===== src/rtl/sync_edge_filter_pkg.sv =====
// sync_pkg: shared types and constants for the sync_edge_filter slice.
//   filt_state_t      : glitch-filter FSM states
//   EVT_RISE/EVT_FALL : encoding of evt_dir
package sync_pkg;

  typedef enum logic [1:0] {
    S_LO,
    S_QUAL_HI,
    S_HI,
    S_QUAL_LO
  } filt_state_t;

  localparam logic EVT_RISE = 1'b1;
  localparam logic EVT_FALL = 1'b0;

endpackage


===== src/rtl/sync_edge_filter_if.sv =====
// sync_edge_filter_if: committed-edge event handshake.
//   evt_valid : event pending (held until accepted)
//   evt_dir   : direction of pending event, 1=rise 0=fall
//   evt_ready : consumer accepts event
// master = event producer (filter), slave = consumer.
interface sync_edge_filter_if;
  logic evt_valid;
  logic evt_dir;
  logic evt_ready;

  modport master (output evt_valid, output evt_dir, input evt_ready);
  modport slave  (input evt_valid, input evt_dir, output evt_ready);
endinterface


===== src/rtl/sync_edge_filter_glitch_filter.sv =====
// glitch_filter: stability filter on a synchronized bit.
// A level change is committed only after STABLE_CYCLES consecutive samples
// at the new value; shorter excursions are discarded.
//   clk_dst, rst_dst        : clock, async active-high reset
//   sync_in                 : synchronized input bit
//   level_out               : filtered level (registered)
//   rise_pulse, fall_pulse  : one-cycle registered pulses with the level change
//   commit_rise/commit_fall : combinational strobes, high in the cycle whose
//                             edge commits; lets the parent update its own
//                             state on the same edge as level_out
module glitch_filter
  import sync_pkg::*;
#(
  parameter int STABLE_CYCLES = 4
) (
  input  logic clk_dst,
  input  logic rst_dst,
  input  logic sync_in,
  output logic level_out,
  output logic rise_pulse,
  output logic fall_pulse,
  output logic commit_rise,
  output logic commit_fall
);

  if (STABLE_CYCLES < 2) begin : g_bad_param
    $error("glitch_filter: STABLE_CYCLES must be >= 2");
  end

  localparam int CW = (STABLE_CYCLES < 2) ? 1 : $clog2(STABLE_CYCLES);
  localparam logic [CW-1:0] LAST = CW'(STABLE_CYCLES - 1);

  filt_state_t     state_q, state_d;
  logic [CW-1:0]   cnt_q, cnt_d;

  // cnt counts samples already seen at the candidate level; the sample that
  // finds cnt==LAST is the STABLE_CYCLES-th and commits.
  always_comb begin
    state_d     = state_q;
    cnt_d       = cnt_q;
    commit_rise = 1'b0;
    commit_fall = 1'b0;
    case (state_q)
      S_LO: if (sync_in) begin
        state_d = S_QUAL_HI;
        cnt_d   = CW'(1);
      end
      S_QUAL_HI: begin
        if (!sync_in) begin
          state_d = S_LO;
          cnt_d   = '0;
        end else if (cnt_q == LAST) begin
          state_d     = S_HI;
          cnt_d       = '0;
          commit_rise = 1'b1;
        end else begin
          cnt_d = cnt_q + CW'(1);
        end
      end
      S_HI: if (!sync_in) begin
        state_d = S_QUAL_LO;
        cnt_d   = CW'(1);
      end
      S_QUAL_LO: begin
        if (sync_in) begin
          state_d = S_HI;
          cnt_d   = '0;
        end else if (cnt_q == LAST) begin
          state_d     = S_LO;
          cnt_d       = '0;
          commit_fall = 1'b1;
        end else begin
          cnt_d = cnt_q + CW'(1);
        end
      end
      default: begin
        state_d = S_LO;
        cnt_d   = '0;
      end
    endcase
  end

  always_ff @(posedge clk_dst or posedge rst_dst) begin
    if (rst_dst) begin
      state_q    <= S_LO;
      cnt_q      <= '0;
      level_out  <= 1'b0;
      rise_pulse <= 1'b0;
      fall_pulse <= 1'b0;
    end else begin
      state_q    <= state_d;
      cnt_q      <= cnt_d;
      rise_pulse <= commit_rise;
      fall_pulse <= commit_fall;
      if (commit_rise)      level_out <= 1'b1;
      else if (commit_fall) level_out <= 1'b0;
    end
  end

endmodule


===== src/rtl/sync_edge_filter.sv =====
// sync_edge_filter: filtered level/pulses plus edge bookkeeping for a
// synchronized bit in the clk_dst domain.
//   clk_dst, rst_dst  : clock, async active-high reset
//   sync_in           : synchronized input bit
//   count_clr         : sync clear of edge_count and evt_ovf
//   level_out         : filtered level
//   rise/fall_pulse   : one-cycle pulses on committed edges
//   edge_count        : saturating count of committed edges
//   evt_ovf           : sticky, an event was dropped
//   evt (master)      : evt_valid/evt_dir held until evt_ready
module sync_edge_filter
  import sync_pkg::*;
#(
  parameter int STABLE_CYCLES = 4,
  parameter int CNT_W         = 16
) (
  input  logic             clk_dst,
  input  logic             rst_dst,
  input  logic             sync_in,
  input  logic             count_clr,
  output logic             level_out,
  output logic             rise_pulse,
  output logic             fall_pulse,
  output logic [CNT_W-1:0] edge_count,
  output logic             evt_ovf,
  sync_edge_filter_if.master evt
);

  localparam logic [CNT_W-1:0] CNT_MAX = '1;

  logic commit_rise, commit_fall, commit, hs;
  logic valid_q, dir_q;

  glitch_filter #(.STABLE_CYCLES(STABLE_CYCLES)) u_filt (
    .clk_dst     (clk_dst),
    .rst_dst     (rst_dst),
    .sync_in     (sync_in),
    .level_out   (level_out),
    .rise_pulse  (rise_pulse),
    .fall_pulse  (fall_pulse),
    .commit_rise (commit_rise),
    .commit_fall (commit_fall)
  );

  assign commit        = commit_rise | commit_fall;
  assign hs            = valid_q & evt.evt_ready;
  assign evt.evt_valid = valid_q;
  assign evt.evt_dir   = dir_q;

  always_ff @(posedge clk_dst or posedge rst_dst) begin
    if (rst_dst) begin
      edge_count <= '0;
      valid_q    <= 1'b0;
      dir_q      <= 1'b0;
      evt_ovf    <= 1'b0;
    end else begin
      // clear and commit together leave the new edge counted
      if (count_clr)                           edge_count <= commit ? CNT_W'(1) : '0;
      else if (commit && edge_count != CNT_MAX) edge_count <= edge_count + CNT_W'(1);

      // a slot is free if empty or being drained this edge (no bubble)
      if (commit) begin
        if (!valid_q || hs) begin
          valid_q <= 1'b1;
          dir_q   <= commit_rise ? EVT_RISE : EVT_FALL;
        end
      end else if (hs) begin
        valid_q <= 1'b0;
      end

      // drop beats clear
      if (commit && valid_q && !evt.evt_ready) evt_ovf <= 1'b1;
      else if (count_clr)                      evt_ovf <= 1'b0;
    end
  end

endmodule


===== src/flat_wrapper.sv =====
// flat-port wrapper written by rule: the top's interface ports become plain ports
module sync_edge_filter_flat import sync_pkg::*;
#(
  parameter int STABLE_CYCLES = 4,
  parameter int CNT_W         = 16
)
  (clk_dst, rst_dst, sync_in, count_clr, level_out, rise_pulse, fall_pulse, edge_count, evt_ovf, evt_evt_valid, evt_evt_dir, evt_evt_ready);
  sync_edge_filter_if evt_i ();
  input  logic clk_dst;
  input  logic rst_dst;
  input  logic sync_in;
  input  logic count_clr;
  output logic level_out;
  output logic rise_pulse;
  output logic fall_pulse;
  output logic [CNT_W-1:0] edge_count;
  output logic evt_ovf;
  output wire logic [$bits(evt_i.evt_valid)-1:0] evt_evt_valid;
  output wire logic [$bits(evt_i.evt_dir)-1:0] evt_evt_dir;
  input wire logic [$bits(evt_i.evt_ready)-1:0] evt_evt_ready;
  assign evt_evt_valid = evt_i.evt_valid;
  assign evt_evt_dir = evt_i.evt_dir;
  assign evt_i.evt_ready = evt_evt_ready;
  sync_edge_filter #(.STABLE_CYCLES(STABLE_CYCLES), .CNT_W(CNT_W)) u_core (.clk_dst(clk_dst), .rst_dst(rst_dst), .sync_in(sync_in), .count_clr(count_clr), .level_out(level_out), .rise_pulse(rise_pulse), .fall_pulse(fall_pulse), .edge_count(edge_count), .evt_ovf(evt_ovf), .evt(evt_i));
endmodule

===== config.mk =====
export PLATFORM = sky130hd
export DESIGN_NAME = sync_edge_filter_flat
export DESIGN_NICKNAME = d
export VERILOG_FILES = /design/src/rtl/sync_edge_filter_pkg.sv /design/src/rtl/sync_edge_filter_if.sv /design/src/rtl/sync_edge_filter_glitch_filter.sv /design/src/rtl/sync_edge_filter.sv /design/src/flat_wrapper.sv
export SDC_FILE = /design/constraint.sdc
export NUM_CORES = 1
export LEC_CHECK = 0
export ABC_CLOCK_PERIOD_IN_PS = 3000
export CAP_MARGIN = 20
export CORE_ASPECT_RATIO = 1.25
export CORE_MARGIN = 10
export CORE_UTILIZATION = 45
export CTS_BUF_LIST = sky130_fd_sc_hd__clkbuf_16
export DETAILED_ROUTE_END_ITERATION = 6
export HOLD_SLACK_MARGIN = 0.08
export PLACE_DENSITY = 0.71
export SYNTH_ARGS = -nofsm -noshare
export SYNTH_HDL_FRONTEND = slang
export SYNTH_HIERARCHICAL = 1
export SYNTH_SLANG_ARGS = --single-unit

===== constraint.sdc =====
create_clock -name clk_dst -period 3 [get_ports clk_dst]
set_clock_uncertainty 0.1 [all_clocks]
set_input_delay 0.45 -clock clk_dst [delete_from_list [all_inputs] [get_ports clk_dst]]
set_output_delay 0.45 -clock clk_dst [all_outputs]
set_load 0.05 [all_outputs]

Yosys cells after proc, flatten, opt, wreduce, memory -nomap -nowiden
Index checks and enable logic that the tools add are counted.
{ "totals": {"word_cells": 66, "ff_bits": 26} }
{ "op_classes": {"n_reduce_logical": 15, "n_addsub": 2, "bitwise_logic": 2, "eq_ne": 10, "n_mux": 28} }
{ "ops": {"columns": ["operator", "count"], "rows": [
  ["$mux W16", 2],
  ["$mux W2", 10],
  ["$add A16 B1 Y16 const B", 1],
  ["$ne A16 B16 Y1 const B", 1],
  ["$pmux W2 S4", 2],
  ["$mux W1", 14],
  ["$reduce_bool A2 Y1", 4],
  ["$eq A2 B2 Y1 const B", 3],
  ["$ne A2 B2 Y1 const B", 3],
  ["$ne A3 B3 Y1 const B", 2],
  ["$reduce_and A2 Y1", 3],
  ["$reduce_and A4 Y1", 1],
  ["$logic_and A1 B1 Y1", 3],
  ["$add A2 B1 Y2 const B", 1],
  ["$eq A2 B1 Y1 const B", 1],
  ["$logic_not A1 Y1", 2],
  ["$logic_not A2 Y1", 1],
  ["$and A1 B1 Y1", 1],
  ["$logic_or A1 B1 Y1", 1],
  ["$or A1 B1 Y1", 1]
]} }

Depth between registers and ports, before layout
{ "depth": {"depth_word": 8, "ltp_mapped": 7} }

By module
Netlist, hierarchy kept.
{ "by_module_without_submodules": {"columns": ["module", "seq_area_each_um2", "cells_each", "instances", "area_each_um2"], "rows": [
  ["sync_edge_filter", 475.5, 108, 1, 1028.5],
  ["glitch_filter", 175.2, 25, 1, 297.8]
]} }

Worst setup path after synthesis
No wires, ideal clock.
{ "synth_timing": {"kind": "flip-flop to flip-flop", "from": "reg u_core.u_filt.cnt_q[0]", "to": "reg u_core.edge_count[15]", "setup_time_ps": 78, "synth_period_minus_slack_ps": 2068, "stages_incl_launch_ff": 8, "setup_slack_ps": 932, "t_arrival_ps": 1890, "n_path_buf": 0, "cell_sequence": "dfrtp_1 ha_1 nand2_1 nor3_1 o211a_1 nand3_2 or4_1 a21oi_1"} }
{ "synth_via": {"elab_chain_len": 7} }
{ "synth_lines": {"columns": ["element", "line", "text"], "rows": [
  ["start: declaration", "sync_edge_filter_glitch_filter.sv:34", "logic [CW-1:0] cnt_q, cnt_d;"],
  ["start signal: assignment", "sync_edge_filter_glitch_filter.sv:92", "cnt_q <= cnt_d;"],
  ["$eq A2 B2 Y1", "sync_edge_filter_glitch_filter.sv:68", "end else if (cnt_q == LAST) begin"],
  ["$mux W1", "sync_edge_filter_glitch_filter.sv:68", null],
  ["$mux W1", "sync_edge_filter_glitch_filter.sv:65", "if (sync_in) begin"],
  ["$mux W1", "sync_edge_filter_glitch_filter.sv:43", "case (state_q)"],
  ["named net u_core.commit_fall", "sync_edge_filter.sv:31", "logic commit_rise, commit_fall, commit, hs;"],
  ["$or A1 B1 Y1", "sync_edge_filter.sv:45", "assign commit = commit_rise | commit_fall;"],
  ["$logic_and A1 B1 Y1", "sync_edge_filter.sv:59", "else if (commit && edge_count != CNT_MAX) edge_count <= edge_count + CNT_W'(1);"],
  ["$reduce_bool A2 Y1 (no line)", null, null],
  ["end signal: assignment", "sync_edge_filter.sv:58", "if (count_clr) edge_count <= commit ? CNT_W'(1) : '0;"],
  ["end signal: assignment", "sync_edge_filter.sv:59", null],
  ["end: declaration", "sync_edge_filter.sv:24", "output logic [CNT_W-1:0] edge_count,"]
]} }
The timed path passes the listed nets, and every way through them passes these cells.
A chain may end at the register's enable or synchronous reset.

Worst setup path after layout
{ "layout_timing": {"from": "in sync_in", "to": "reg u_core.edge_count[15]"} }
{ "layout_via": {"elab_chain_len": 5} }
{ "layout_lines": {"columns": ["element", "line", "text"], "rows": [
  ["start: declaration", "flat_wrapper.sv:11", "input logic sync_in;"],
  ["$mux W1", "sync_edge_filter_glitch_filter.sv:49", "if (!sync_in) begin"],
  ["$mux W1", "sync_edge_filter_glitch_filter.sv:43", null],
  ["named net u_core.commit_rise", "sync_edge_filter.sv:31", null],
  ["$or A1 B1 Y1", "sync_edge_filter.sv:45", null],
  ["$logic_and A1 B1 Y1", "sync_edge_filter.sv:59", null],
  ["$reduce_bool A2 Y1 (no line)", null, null]
]} }
The timed path passes the listed nets, and every way through them passes these cells.

==> flow_summary.toml <==
[sta]
finalCriticalPeriod_ps = 2460
slew_viol_final = 0
setup_viol = 0
clock.fmax_ghz = 0.406
finalSetupTns_ps = 0
relSlewSlack_pct = 49.9
hold_violations = 0
holdWs_ps = 352
worst_pin_slew_ps = 751
rsz0062_at_grt = "false"
post-route-period-util_pct = 82.1

[logic_synthesis]
synth-edff-count = 0
synth_flop_cell = "dfrtp_1"
syn-instance-count = 133
netlist.area_leader.share_pct = 49.1
syn_nets = 141
synth.distinct_cells = 34
synth_fa_ha_area_share_pct = 2.83
yosys-top-cells-area = "dfrtp_1 49%, a21oi_1 5.3%, o31ai_1 4.5%"
ys_seq_elements = 26
async_flop_share_pct = 100
syn_avg_cell_area_um2 = 9.97
synth_compound_area_share_pct = 19.0
synthMuxAreaShare_pct = 2.45
synth-simple-area-share_pct = 22.8
synthesis.area_mm2 = 0.00133
yosysSeqAreaShare_pct = 49.1
ys_warn_count = 6
yosys.area_share.xor_xnor_pct = 1.23
synth_top_family_by_area = "simple AND/OR/NAND/NOR gates"
yosys.area.top_type = "dfrtp_1"

[setup_path]
ff2ff_path_depth = 7
r2r-end = "u_core/edge_count[15]"
startpoint = "sync_in"
cp_data_arrival_time_ps = 2530
r2r-start = "u_core/u_filt/cnt_q[0]"
start_kind = "input port"
endpoint_kind = "flip-flop"
critPathKind = "in2reg"
reg2reg_slack_ps = 760
critical_path_required_ps = 3070
worstPathMaxFanout = 8

[clock_network]
clock_latency_ps = 250
cts_resized = 0
cts_sinks = 26
cts_setup_buffers = 0
cts_max_path_buffers = 2
hold_buffers = 0
htree_num_levels = 1
cts-root-buf = "clkbuf_16"
numCtsBuffers = 3
clk_pin_slew_ps = 60
cts_tree = "yes"

[layout]
layout.nets = 172
nFillCells = 235
drive_gt1_share_pct = 8.64
antenna_cells = 0
mostFrequentLayoutCells = "26 x clkdlybuf4s50_1, 26 x dfrtp_1, 14 x a21oi_1, 13 x nand2_1"
area_growth_pct = 29.2

[power]
peakVddDrop_mv = 0.439
p_leak_nw = 0.671
p_per_area_mw_per_mm2 = 553

[floorplan]
rows = 21
die_h_um = 80.7
ioPinCount = 27
die-area_mm2 = 0.00553
coreArea_mm2 = 0.00276
initial_core_util_pct = 48.1
die-width_um = 68.6

[grt]
grt_antenna_before_repair = 0
grt_pass1_vias = 1261
grt_max_degree = 20
grt_overflow_total = 0
grt_usage_pct = 13.0
grt_pass1_wl_mm = 5.72

[place]
io_buffer_count = 26
dpl.hpwl_mm = 2.48
gp_congestion = 0.865

[run_status]
status = "finished clean"

[drt]
drc = 0
drtPass1Iterations = 4
viasPerCell = 6.11
wirelength_mm = 3.32
drt_iter0_drc = 41
final_antenna_net_count = 0
post_drt_wl_per_cell_um = 16.9
vias = 1197

[min_path]
hold_path_class = "in2async"

[flow_run]
max_cap_viol_count = 0
[synthesized netlist by cell type (2+ instances only)]
library cell,n
dfrtp_1,26
a21oi_1,14
nand2_1,13
o21ai_0,8
o31ai_1,8
or3_1,8
inv_1,6
nand4_1,5
nand3_1,4
or4_1,4
ha_1,3
nor2_1,3
nor3_1,3
nor4_1,3
and4_4,2
clkbuf_1,2
nor2b_1,2
o21ai_1,2
o22ai_1,2
[power by group]
group / internal [mW] / leakage [nW] / total (mW) / switching, mW
Combinational: 0.0879 / 0.281 / 0.224 / 0.136
Sequential: 0.395 / 0.353 / 0.441 / 0.0455
Clock: 0.176 / 0.0370 / 0.282 / 0.106
[flip-flops by register name, summed over array words and instances (netlist names), named ones only]
register,cells
u_core/edge_count,16
u_core/evt.evt_dir,1
u_core/evt.evt_valid,1
u_core/evt_ovf,1
u_core/u_filt/cnt_q,2
u_core/u_filt/fall_pulse,1
u_core/u_filt/level_out,1
u_core/u_filt/rise_pulse,1
u_core/u_filt/state_q,1
[worst max path at each step]
stage	end	slack [ps]	cells after the start
6_report	u_core/edge_count[15]	540	7
2_1_floorplan	u_core/edge_count[15]	930	7
3_5_place_dp	u_core/edge_count[15]	300	7
5_1_grt	u_core/edge_count[15]	360	7
3_3_place_gp	u_core/edge_count[15]	400	7
4_1_cts	u_core/edge_count[9]	550	7
[cells by family after synthesis]
family / after synthesis
mux: 3
fa+ha+maj: 3
flops: 26
simple gates: 51
compound gates: 40
xor+xnor: 1
buf+inv: 9
[metal layers]
metal | global-route usage [%] | up-vias | part of all wire (%)
met4 | 5.85 | 0 | 1.1
met5 | 0 | - | 0
li1 | - | 569 | -
met2 | 23.2 | 24 | 52
met1 | 13.0 | 600 | 40
met3 | 4.31 | 4 | 7.0
[per-stage QoR]
stage	cell area (µm²)	power [mW]	setup slack (ps)	utilization [%]	instances
after floorplan	1330	0.594	932	-	133
after global placement	1640	0.661	397	59.4	193
after detailed placement	1640	0.674	298	59.4	193
after CTS	1710	0.960	555	62.1	196
after global routing	1710	0.997	364	62.1	196
final	1710	0.947	536	62.1	196
[final cells by class]
type / count / area, µm² / area share [%]
Multi-Input combinational cell: 98 / 641 / 37.4
Sequential cell: 26 / 651 / 38.0
Clock buffer: 3 / 75.1 / 4.38
Timing Repair Buffer: 29 / 283 / 16.5
Tap cell: 34 / 42.5 / 2.48
Inverter: 6 / 22.5 / 1.31
[worst max-delay path: stages]
cell             delay, ps
clkdlybuf4s50_1        580
nand3_1                130
nor2_1                 340
o211a_1                290
nand3_2                150
or4_1                  430
a21oi_1                160
(Power assumes the default switching activity.)
